==> src/rtl/traffic_lamp_driver.sv <==
// Per-lane lamp driver behind the traffic FSM.
// Turns a one-hot lane grant into red/yellow/green lamps. Every handover goes
// through a timed yellow phase and then an all-red clearance, so two lanes are
// never non-red at the same time. A multi-hot grant latches a sticky fault.
//
//   state    | meaning
//   ---------+------------------------------------------------------------
//   S_ALLRED | all lanes red; cnt counts clearance, then wait for a grant
//   S_GREEN  | granted lane green; holds while the grant stays the same
//   S_YELLOW | previous lane yellow for YELLOW_CYCLES; grant ignored
`timescale 1ns/1ps
module traffic_lamp_driver #(
    parameter int YELLOW_CYCLES = 3,
    parameter int ALLRED_CYCLES = 1
) (
    input  logic       clk,
    input  logic       rst,
    input  logic [3:0] grant,
    output logic [3:0] green,
    output logic [3:0] yellow,
    output logic [3:0] red,
    output logic [1:0] phase,
    output logic       busy,
    output logic       fault
);

    localparam int CNT_MAX = (YELLOW_CYCLES > ALLRED_CYCLES) ? YELLOW_CYCLES : ALLRED_CYCLES;
    localparam int CW      = $clog2(CNT_MAX + 1);

    localparam logic [CW-1:0] YEL_INIT = CW'(YELLOW_CYCLES);
    localparam logic [CW-1:0] ALR_INIT = CW'(ALLRED_CYCLES);
    localparam logic [CW-1:0] CNT_ONE  = CW'(1);

    typedef enum logic [1:0] {
        S_ALLRED = 2'b00,
        S_GREEN  = 2'b01,
        S_YELLOW = 2'b10
    } state_t;

    state_t        state, state_nxt;
    logic [3:0]    lane, lane_nxt;
    logic [CW-1:0] cnt, cnt_nxt;
    logic [3:0]    green_nxt, yellow_nxt, red_nxt;
    logic          busy_nxt;
    logic          multi_hot;
    logic          grant_valid;

    // Exactly-one-bit test without a popcount: clearing the lowest set bit must leave zero.
    assign multi_hot   = (grant & (grant - 4'd1)) != 4'd0;
    assign grant_valid = (grant != 4'd0) && !multi_hot;

    // The state register doubles as the phase code, so phase is registered too.
    assign phase = state;

    // State, lane, counter and lamp registers; lamps are decoded from next state.
    always_ff @(posedge clk or posedge rst) begin
        if (rst) begin
            state  <= S_ALLRED;
            lane   <= 4'd0;
            cnt    <= ALR_INIT;
            green  <= 4'd0;
            yellow <= 4'd0;
            red    <= 4'b1111;
            busy   <= 1'b1;
            fault  <= 1'b0;
        end else begin
            state  <= state_nxt;
            lane   <= lane_nxt;
            cnt    <= cnt_nxt;
            green  <= green_nxt;
            yellow <= yellow_nxt;
            red    <= red_nxt;
            busy   <= busy_nxt;
            fault  <= fault | multi_hot;
        end
    end

    // Next-state, counter and lamp decode.
    always_comb begin
        state_nxt = state;
        lane_nxt  = lane;
        cnt_nxt   = cnt;

        case (state)
            S_ALLRED: begin
                // cnt<=1 covers both the edge where the counter reaches zero and
                // any later edge where it already sits at zero.
                if (cnt <= CNT_ONE) begin
                    cnt_nxt = '0;
                    if (grant_valid) begin
                        state_nxt = S_GREEN;
                        lane_nxt  = grant;
                    end
                end else begin
                    cnt_nxt = cnt - CNT_ONE;
                end
            end
            S_GREEN: begin
                if (grant != lane) begin
                    state_nxt = S_YELLOW;
                    cnt_nxt   = YEL_INIT;
                end
            end
            S_YELLOW: begin
                if (cnt <= CNT_ONE) begin
                    state_nxt = S_ALLRED;
                    cnt_nxt   = ALR_INIT;
                end else begin
                    cnt_nxt = cnt - CNT_ONE;
                end
            end
            default: begin
                state_nxt = S_ALLRED;
                cnt_nxt   = ALR_INIT;
            end
        endcase

        green_nxt  = (state_nxt == S_GREEN)  ? lane_nxt : 4'd0;
        yellow_nxt = (state_nxt == S_YELLOW) ? lane_nxt : 4'd0;
        red_nxt    = ~(green_nxt | yellow_nxt);
        busy_nxt   = (state_nxt != S_GREEN) && (cnt_nxt != '0);
    end

endmodule
==> config.mk <==
export PLATFORM = sky130hd
export DESIGN_NAME = traffic_lamp_driver
export DESIGN_NICKNAME = d
export VERILOG_FILES = /design/src/rtl/traffic_lamp_driver.sv
export SDC_FILE = /design/constraint.sdc
export NUM_CORES = 1
export LEC_CHECK = 0
export CAP_MARGIN = 20
export CORE_MARGIN = 2
export CORE_UTILIZATION = 44
export CTS_CLUSTER_SIZE = 20
export DETAILED_ROUTE_END_ITERATION = 8
export PLACE_DENSITY_LB_ADDON = 0.12
export SLEW_MARGIN = 10
export SYNTH_ARGS = -nofsm -noshare
export SYNTH_HDL_FRONTEND = slang
export SYNTH_SLANG_ARGS = --single-unit
==> constraint.sdc <==
create_clock -name clk -period 1.29 [get_ports clk]
set_input_delay 0.258 -clock clk [delete_from_list [all_inputs] [get_ports clk]]
set_output_delay 0.258 -clock clk [all_outputs]
set_load 0.01 [all_outputs]
==> impl_metrics.csv <==
group,metric,value,unit
grt,grt_max_degree,23,
timing,hold_viol_final,0,
timing,skew,0.00912,ns
grt,grt_overflow,0,
layout,multi_input_area,588,um2
synth,synth_compound_area_frac,0.182,
run,cap_viol_max_count,0,
layout,seq_area,561,um2
clocking,cts_max_level,1,
timing,post-route-min-period,1.48,ns
synth,synth_xor_xnor_area_share,0.0420,
timing,fmax,0.675,GHz
timing,layout_setup_ws,-0.192,ns
synth,synth_fa_ha_area_frac,0,
timing,tightest_slew,0.297,ns
clocking,worstSkewPairLatency,0.32,ns
route,wire_per_inst,14.9,um
setup_path,critPathCaptureType,"register",
die,io_pins,22,
synth,synthCells,100,
setup_path,crit_type,"reg -> reg",
route,vias_per_cell,5.33,
grt,grt_antenna_before_repair,0,
layout,nFillCells,165,
timing,rsz0062_at_grt,"yes",
route,drc,0,
placed_design,placed_area,1460,um2
placed_design,io_buffer_count,21,
setup_path,cp_slowest_cell,"dfrtp_1",
setup_path,start_kind,"register",
synth,muxShareOfSynthArea,0,
status,status,"complete, but fails checks",
clocking,cts_tree,"yes",
synth,synth_seq_cells,22,
clocking,root_buffer,"clkbuf_4",
layout,final_core_util,0.738,
route,vias,932,
die,num_rows,17,
pwr,p_switching,1.10,mW
layout,drive_above_1_share,0.490,
synth,synth_flop_cell,"dfrtp_1",
timing,slew_viol_final,0,
clocking,clk_pin_slew_worst_paths,0.13,ns
layout,area_delta_synth_final,58.1,%
setup_path,cp_slowest_stage_delay,0.43,ns
pwr,p_int,1.92,mW
pwr,p_per_area,1830,nW/um2
pwr,power,3.02,mW
layout,final_cells,175,
synth,avgSynthCellArea,10.4,um2
die,initial_core_util,0.467,
setup_path,path_cells,"xor2_2 -> nor4_4 -> and3b_2 -> a21o_1",
die,die_w,52.7,um
synth,synth_area,1040,um2
setup_path,crit_family,"simple AND/OR/NAND/NOR gates",
placed_design,place.gp.congestion,0.817,
setup_path,crit_fanout,5,
synth,synth_top_family_by_area,"simple AND/OR/NAND/NOR gates",
synth,synthArstFlopShare,1.00,
pwr,clkPwrFrac,0.131,
synth,synth.net_count,106,
synth,synth-warning-count,0,
layout,final_cell_area,1650,um2
setup_path,cp.required,1.55,ns
setup_path,cp.arrival,1.75,ns
placed_design,pre_cts_ws,-0.508,ns
clocking,cts.sinks,22,
layout,final_common_cell,"buf_4",
layout,final_cell_mix,"20 x buf_4, 14 x dfrtp_1, 10 x dlygate4sd2_1, 9 x a21o_1",
die,core-area,2230,um2
pwr,p_sw_frac,0.363,
synth,synth_cell_types,30,
route,wirelength,2610,um
route,dr.pass1.iters,4,
clocking,clockBufferDepth,2,
status,violations,"negative setup slack",
timing,period_share,1.15,
clocking,cts_buffers,3,
route,ant_nets,0,
route,drt_iter0_drc,20,
clocking,ctsHoldBuffers,0,
pwr,comb_power_share,0.521,
layout,diodes,0,
grt,grt_pass1_wl,3970,um
grt,grt_pass1_vias,846,
pwr,vdd_drop_max,1370,uV
timing,finalSetupTns,-2.31,ns
hold_path,min_path_type,"in -> async",
timing,setup_viol,17,
pwr,leakage,0.832,nW
pwr,p_seq_frac,0.348,
setup_path,cp_num_buf_inv,0,
die,die_h,52.7,um
synth,ys_seq_area_frac,0.535,
placed_design,dp_cells,163,
layout,final_nets,154,
synth,synth-simple-area-share,0.204,
placed_design,dpl.hpwl,1710,um
timing,hold-worst-slack,0.241,ns
timing,max_slew_margin,0.800,
synth,synth_edf_count,0,
die,design.die.area,2770,um2
grt,track_usage,0.204,
==> cells in the mapped netlist (all sizes together), types with 2 or more instances <==
cell type,n,share of area
dfstp,6,0.15
nand2,9,0.032
dfrtp,16,0.38
nand4,2,0.012
a21o,9,0.065
nor2,3,0.011
o21ai,10,0.048
buf,4,0.022
inv,3,0.011
nor3,3,0.014
or3,3,0.018
a21oi,8,0.038
nor2b,2,0.012
xor2,5,0.042
nand3b,2,0.014
nor4,3,0.032
==> final cells by class <==
type,count,area share
well taps,28,0.0213
clock buffers,4,0.0220
flip-flops and latches,22,0.340
inverters,3,0.00683
multi-input cells,70,0.357
repair buffers,48,0.253
==> registers in the layout, indices dropped and copies added, names as in the netlist <==
| name | count |
|---|---|
| cnt | 2 |
| fault | 1 |
| lane | 4 |
| phase | 2 |
| busy | 1 |
| yellow | 4 |
| red | 4 |
| green | 4 |
==> worst min-delay path, delay by kind of cell <==
| family | cells | cell delay [ns] |
|---|---|---|
| buffers and inverters | 3 | 0.66 |
==> routing by layer <==
metal,vias to the layer above,share of wire,track usage
met4,0,0.014,0.103
met3,4,0.040,0.0257
met1,448,0.45,0.276
li1,450,-,-
met2,30,0.49,0.319
met5,-,0,0
==> power by group through the flow <==
stage                     combinational (mW)  sequential (mW)  clock [mW]
after floorplan                        0.534             1.16           0
after global placement                  1.20             1.07           0
after detailed placement                1.22             1.08           0
after CTS                               1.41             1.04       0.398
after global routing                    1.69             1.07       0.425
final                                   1.57             1.05       0.395
==> cells by family after synthesis <==
group | after synthesis
AOI/OAI and AO/OA | 31
xor gates and xnor gates | 5
buffers and inverters | 8
DFF | 22
and+or+nand+nor | 34
==> timing repair <==
item | 4_1_cts | 5_1_grt
pin swaps | 15 | 8
resized for setup | 52 | 16
setup endpoints to repair | 34 | 24
buffers inserted | 5 | 4
==> path summary, 6_finish.rpt <==
kind	slack (ns)	end	start	depth (start not counted)
min	0.24	green[0]	rst	3
max reg2reg	-0.19	green[2]	lane[3]	4
max in group asynchronous	0.82	red[1]	rst	3
min reg2reg	0.50	fault	fault	1
min in group clk	0.50	fault	fault	1
max	-0.19	green[2]	lane[3]	4
No activity file was read; power rests on OpenSTA's default activity.
==> variant 1: new RTL, config.mk and constraints unchanged <==
`YELLOW_CYCLES`: 3 -> 6.
--- a/src/rtl/traffic_lamp_driver.sv
+++ b/src/rtl/traffic_lamp_driver.sv
@@ -10,7 +10,7 @@
 //   S_YELLOW | previous lane yellow for YELLOW_CYCLES; grant ignored
 `timescale 1ns/1ps
 module traffic_lamp_driver #(
-    parameter int YELLOW_CYCLES = 3,
+    parameter int YELLOW_CYCLES = 6,
     parameter int ALLRED_CYCLES = 1
 ) (
     input  logic       clk,
Function: changed (a bounded check fails within 10 cycles, from zero or initial values and one cycle with rst high).
==> variant 1 against the original RTL <==
Sequential share of layout area rose by 5.6 points; power is 11% higher; worst setup slack better by 0.019 ns; critical endpoint is now yellow[0]; combinational power is 16% higher; critical path type is now input pin to register; wire length is 24% lower; largest cell class is now flip-flops and latches; the run still ends with negative setup slack left; synthesized area is 10% lower; cell area decreased by 10%; worst hold slack improved by 0.021 ns; sequential cell count grew 1; highest routed layer is now met3; first-iteration DRC count fell by 55%; count of clock-buffer cells in the layout did not move; via count shrank 21%.
==> variant 1: results (changes against the original RTL) <==
Count of final setup violators: 19 (+2). Post-synth net total: 86 (-19%). The maximum fanout along the worst path was 6 (+1); the worst-case register-to-register setup slack was -0.17 ns (+0.02 ns). The peak supply drop was 0.00141 V (+3.1%); the number of violations reported at the end of detailed-routing iteration 0 was 9 (-55%). In this run the critical register-to-register path is captured at red[3]. Number of nets in the layout: 139 (-9.7%). The standby leakage power was 0.718 nW (-14%). The max-slew headroom at the worst pin is 0.706 (-0.0945), and the routed via count divided by cell count is 4.67 (-12%). The worst-case reg-to-reg path depth is 6 (+2). For the smallest setup slack after layout, the log shows -0.173 ns (+0.0191 ns).

The run gives 716 (-15%) as the via count of the first global-routing pass. Sorting the synthesized cells by how often they occur yields 17 x sky130_fd_sc_hd__dfrtp_1, 8 x sky130_fd_sc_hd__nor2_1, 6 x sky130_fd_sc_hd__dfstp_2, 6 x sky130_fd_sc_hd__inv_1, 6 x sky130_fd_sc_hd__nand2_1. The tools report the distinct cell type count of the synthesized netlist as 29 (-3.3%).

For the global routing usage summed across all routing layers, the log shows 0.165 (-0.0385). The sequential share of the synthesized area is 0.621 (+0.0859). The last weighted congestion value of the routability-driven placer was 0.854 (+4.6%).

The logs give 79 (-21%) for the synthesized instance count and -0.757 ns (-0.249 ns) for the worst setup slack after placement. Setup clock skew after layout: 0.00206 ns (-0.00707 ns). In the post-synthesis netlist, the biggest area contributors are sky130_fd_sc_hd__dfrtp_1 45%, sky130_fd_sc_hd__dfstp_2 17%, sky130_fd_sc_hd__mux2i_1 5.3%, sky130_fd_sc_hd__xnor2_1 3.7%, sky130_fd_sc_hd__nor2_1 3.2%. The final reports fail on negative setup slack.

The internal power is 2.15 mW (+12%). The share of final-layout standard cells stronger than drive strength 1 works out to 0.527 (+0.0369). The tools report the total vias in the final route as 738 (-21%). The arrival time of the worst setup path is 1.66 ns (-0.09 ns).

Tracing the worst setup path back leads to its startpoint at grant[0]. The run gives 0.30 ns (-0.02 ns) as the clock latency on the worst-skew pair. The logs give 24 (+4.3%) for the maximum number of pins on one net before global-route repair and 1460 um (-15%) for the half-perimeter wire length after placement. The number of cells in the design after placement is 151 (-7.4%). The flow ran to the end, but the final reports show violations.
[variant 1: cell types whose count changed in the layout (fill, tap and decap cells not counted), sizes merged, moves of 4 or more]
cell	change
o21ai	-9
xnor2	+4
mux2i	+5
a21o	-8
inv	+7
a21oi	-7
xor2	-5
nor2	+5
[variant 1: cell families after synthesis]
logic type	count (synthesis)	share of synthesized area
AND/OR/NAND/NOR	23	0.121
AO/OA/AOI/OAI	13	0.113
adder cells (fa/ha/maj)	1	0.0133
flip-flops	23	0.621
multiplexers	5	0.0533
buffers and inverters	10	0.0400
XOR/XNOR	4	0.0373
[variant 1: worst max-delay path, cell delays in order]
cell and delay [ns]:
sky130_fd_sc_hd__clkdlybuf4s15_1 0.20, sky130_fd_sc_hd__or4_4 0.54, sky130_fd_sc_hd__o211ai_4 0.21, sky130_fd_sc_hd__mux2i_4 0.38
sky130_fd_sc_hd__nor2_1 0.07
[variant 1: power by group through the flow]
stage / Clock (mW) / Sequential [mW] / Combinational (mW)
after floorplan: 0 / 1.31 / 0.777
after global placement: 0 / 1.22 / 1.75
after detailed placement: 0 / 1.23 / 1.78
after CTS: 0.331 / 1.20 / 1.73
after global routing: 0.357 / 1.23 / 1.98
final: 0.324 / 1.21 / 1.82
[variant 1: worst min-delay path by stage]
stage,slack (ns),from,end
after floorplan,0.26,rst,cnt[1]
after CTS,0.26,rst,yellow[2]
after global routing,0.27,rst,yellow[1]
final,0.26,rst,yellow[2]
after detailed placement,0.46,fault,fault
after global placement,0.47,fault,fault
[variant 1: what timing repair did]
action,CTS,global route
setup buffers,3,1
resized for setup,48,14
endpoints found under the setup margin,39,23
pin swaps,12,8
[variant 1: routing by layer]
| layer | track usage | up-vias | share of wire |
|---|---|---|---|
| met1 | 0.216 | 352 | 0.44 |
| met4 | 0.0417 | 0 | 0 |
| li1 | - | 370 | - |
| met3 | 0.0179 | 0 | 0.030 |
| met5 | 0 | - | 0 |
| met2 | 0.292 | 16 | 0.53 |
[variant 1: layout make-up]
| cell class | count | area [sq um] |
|---|---|---|
| fill | 132 | 504 |
| clock buffer | 4 | 26.3 |
| inverter | 10 | 37.5 |
| timing repair buffer | 48 | 378 |
| sequential | 23 | 586 |
| tap | 27 | 33.8 |
| multi-input combinational | 46 | 417 |
[variant 1: through the flow]
step,setup TNS [ns],instance area (sq um),utilization
finish,-2.62,1480,0.746
global route,-3.88,1480,0.746
CTS,-2.69,1440,0.729
detailed placement,-15.17,1420,0.715
global placement,-14.36,1420,0.715
floorplan,-2.34,981,-
==> variant 2: new RTL, same settings <==
Without the edit above. Register the output `green` once more, with the module's reset; this adds one clock of latency there. The other outputs are not delayed to match.
--- a/src/rtl/traffic_lamp_driver.sv
+++ b/src/rtl/traffic_lamp_driver.sv
@@ -37,6 +37,8 @@
         S_YELLOW = 2'b10
     } state_t;
 
+    logic [3:0] green_s0;
+
     state_t        state, state_nxt;
     logic [3:0]    lane, lane_nxt;
     logic [CW-1:0] cnt, cnt_nxt;
@@ -58,7 +60,7 @@
             state  <= S_ALLRED;
             lane   <= 4'd0;
             cnt    <= ALR_INIT;
-            green  <= 4'd0;
+            green_s0 <= 4'd0;
             yellow <= 4'd0;
             red    <= 4'b1111;
             busy   <= 1'b1;
@@ -67,7 +69,7 @@
             state  <= state_nxt;
             lane   <= lane_nxt;
             cnt    <= cnt_nxt;
-            green  <= green_nxt;
+            green_s0 <= green_nxt;
             yellow <= yellow_nxt;
             red    <= red_nxt;
             busy   <= busy_nxt;
@@ -121,4 +123,12 @@
         busy_nxt   = (state_nxt != S_GREEN) && (cnt_nxt != '0);
     end
 
+    always_ff @(posedge clk or posedge rst) begin
+        if (rst) begin
+            green <= '0;
+        end else begin
+            green <= green_s0;
+        end
+    end
+
 endmodule
Function: changed (a bounded check fails within 4 cycles, from zero or initial values and one cycle with rst high).
==> variant 2 against the original RTL <==
The flow still finishes with violations (negative setup slack); wire length up 4.3%; critical endpoint is now yellow[1]; power up 5.6%; clock power down 5.6%; cell area up 4.9%; sequential cell count up 4; synthesized area up 9.6%; critical path depth up 1; global-route usage up 0.83 points; worst setup slack better by 0.051 ns.
==> variant 2: results (changes against the original RTL) <==
The worst slack on hold paths is 0.235 ns (-0.00607 ns). The average size of a mapped cell works out to 11.0 sq um (+5.4%). The max-slew headroom at the worst pin came out at 0.795 (-0.00506).

In this design, the largest share of critical-path delay is due to simple AND/OR/NAND/NOR gates. Distinct cell type count of the synthesized netlist: 30 (unchanged). Maximum fanout along the worst path: 4 (-1). Post-synthesis compound-gate area fraction: 0.166 (-0.0160). Type of the worst min-delay path: input pin to asynchronous set/reset pin.

The commonest cells after synthesis are 20 x sky130_fd_sc_hd__dfrtp_1, 10 x sky130_fd_sc_hd__o21ai_0, 9 x sky130_fd_sc_hd__a21o_1, 9 x sky130_fd_sc_hd__nand2_1, 8 x sky130_fd_sc_hd__a21oi_1. The slowest stage of the critical path is the sky130_fd_sc_hd__dfrtp_2 cell. For the global routing usage summed across all routing layers, the log shows 0.212 (+0.00828). For the deepest clock path buffer count, the log shows 2 (unchanged). The arrival time of the worst setup path came out at 1.71 ns (-0.04 ns). The worst-case reg-to-reg path depth was 5 (+1); the smallest setup slack after layout was -0.141 ns (+0.0514 ns). The flow ran to the end, but the final reports show violations.

The tools report the maximum number of pins on one net before global-route repair as 27 (+17%). The mean routed wirelength per cell was 14.9 um (-0.23%); the share of final-layout standard cells stronger than drive strength 1 was 0.458 (-0.0323). For the count of final setup violators, the log shows 20 (+3). For this run, the slowest stage of the critical path takes 0.44 ns. Yosys attributes the largest share of cell area to sky130_fd_sc_hd__dfrtp_1 44%, sky130_fd_sc_hd__dfstp_2 14%, sky130_fd_sc_hd__a21o_1 5.9%, sky130_fd_sc_hd__o21ai_0 4.4%, sky130_fd_sc_hd__xor2_1 3.8%. The last weighted congestion value of the routability-driven placer is 0.875 (+7.2%). The checks that failed: negative setup slack. The first-pass GRT wire length was 4370 um (+10%); the number of cells in the design after placement was 169 (+3.7%).

The tools report the achievable clock frequency as 0.699 GHz (+3.6%). The tools report the peak supply drop as 0.00118 V (-14%). The worst register-to-register path ends at yellow[1].

For the post-synth net total, the log shows 110 (+3.8%). For the sequential share of the synthesized area, the log shows 0.576 (+0.0407). The half-perimeter wire length after placement is 1740 um (+1.5%).

After clock tree synthesis, the clock-pin slew on the worst setup and hold paths is 0.14 ns. The setup clock skew after layout is 0.00316 ns (-0.00596 ns). The via count of the first global-routing pass came out at 942 (+11%). The number of violations reported at the end of detailed-routing iteration 0 is 18 (-10%), and the standby leakage power is 0.859 nW (+3.2%). The clock latency on the worst-skew pair came out at 0.34 ns (+0.02 ns). The number of port buffers was 21 (unchanged); the post-layout instance count excluding filler cells was 183 (+4.6%).

The number of nets in the layout was 160 (+3.9%); the routed via count divided by cell count was 5.34 (+0.25%). The initial antenna violation count was 0 (unchanged). The root buffer cell is sky130_fd_sc_hd__clkbuf_4. The multiplexer area fraction after synthesis is 0 (unchanged).

The tools report the critical path endpoint category as a register. The post-synthesis xor/xnor area fraction came out at 0.0383 (-0.00368). The fraction of registers with async set or reset after synthesis was 1.00 (unchanged); the total clock buffers created by CTS was 3 (unchanged). The most critical setup path has its startpoint at phase[0].

The number of antenna repair diodes came out at 0 (unchanged). Number of warnings issued by yosys: 0 (unchanged).
[variant 2: worst min path at each step]
stage / start / to / cells past startpoint
after floorplan: rst / cnt[1] / 1
after global placement: green_s0[3] / green[3] / 0
after detailed placement: green_s0[2] / green[2] / 0
after CTS: rst / green[2] / 3
after global routing: rst / cnt[1] / 3
final: rst / cnt[1] / 3
[variant 2: layer usage]
layer  routed length, um  track usage  vias up
li1                    -            -      464
met1                1120        0.264      477
met2                1400        0.353       27
met3                 120       0.0403        9
met4                  82        0.102        0
met5                   0            0        -
[variant 2: logic make-up after synthesis]
group           after synthesis
compound gates               31
xor+xnor                      5
buf+inv                       8
flops                        26
simple gates                 34
[variant 2: per-stage QoR]
step                      instance area (sq um)  setup TNS [ns]  setup slack, ns
after global placement                     1560           -9.49           -0.527
after global routing                       1730           -3.15           -0.225
final                                      1730           -1.75           -0.141
after floorplan                            1190          -0.122          -0.0473
after detailed placement                   1560          -10.22           -0.575
after CTS                                  1660           -1.45           -0.139
[variant 2: report_power, final]
part           internal [mW]  switching [mW]  total [mW]  leakage, nW
sequential              1.06           0.133        1.20        0.322
combinational          0.863           0.750        1.61        0.522
clock                  0.122           0.252       0.373       0.0150
total                   2.05            1.13        3.18        0.859
[variant 2: area by class of cell]
type,count,area (sq um)
clock buffers,4,26.3
fillers,196,748
well taps,30,37.5
multi-input cells,70,561
inverters,3,11.3
repair buffers,50,432
flip-flops and latches,26,662
[variant 2: repair_timing]
item / in CTS / in global routing
resized for setup: 54 / 19
buffers inserted: 7 / 3
pin swaps: 16 / 9
endpoints found under the setup margin: 37 / 32
[variant 2: tightest hold or removal path, stage by stage]
cell and delay [ns]:
sky130_fd_sc_hd__clkdlybuf4s50_1 0.40, sky130_fd_sc_hd__inv_1 0.09, sky130_fd_sc_hd__buf_12 0.18
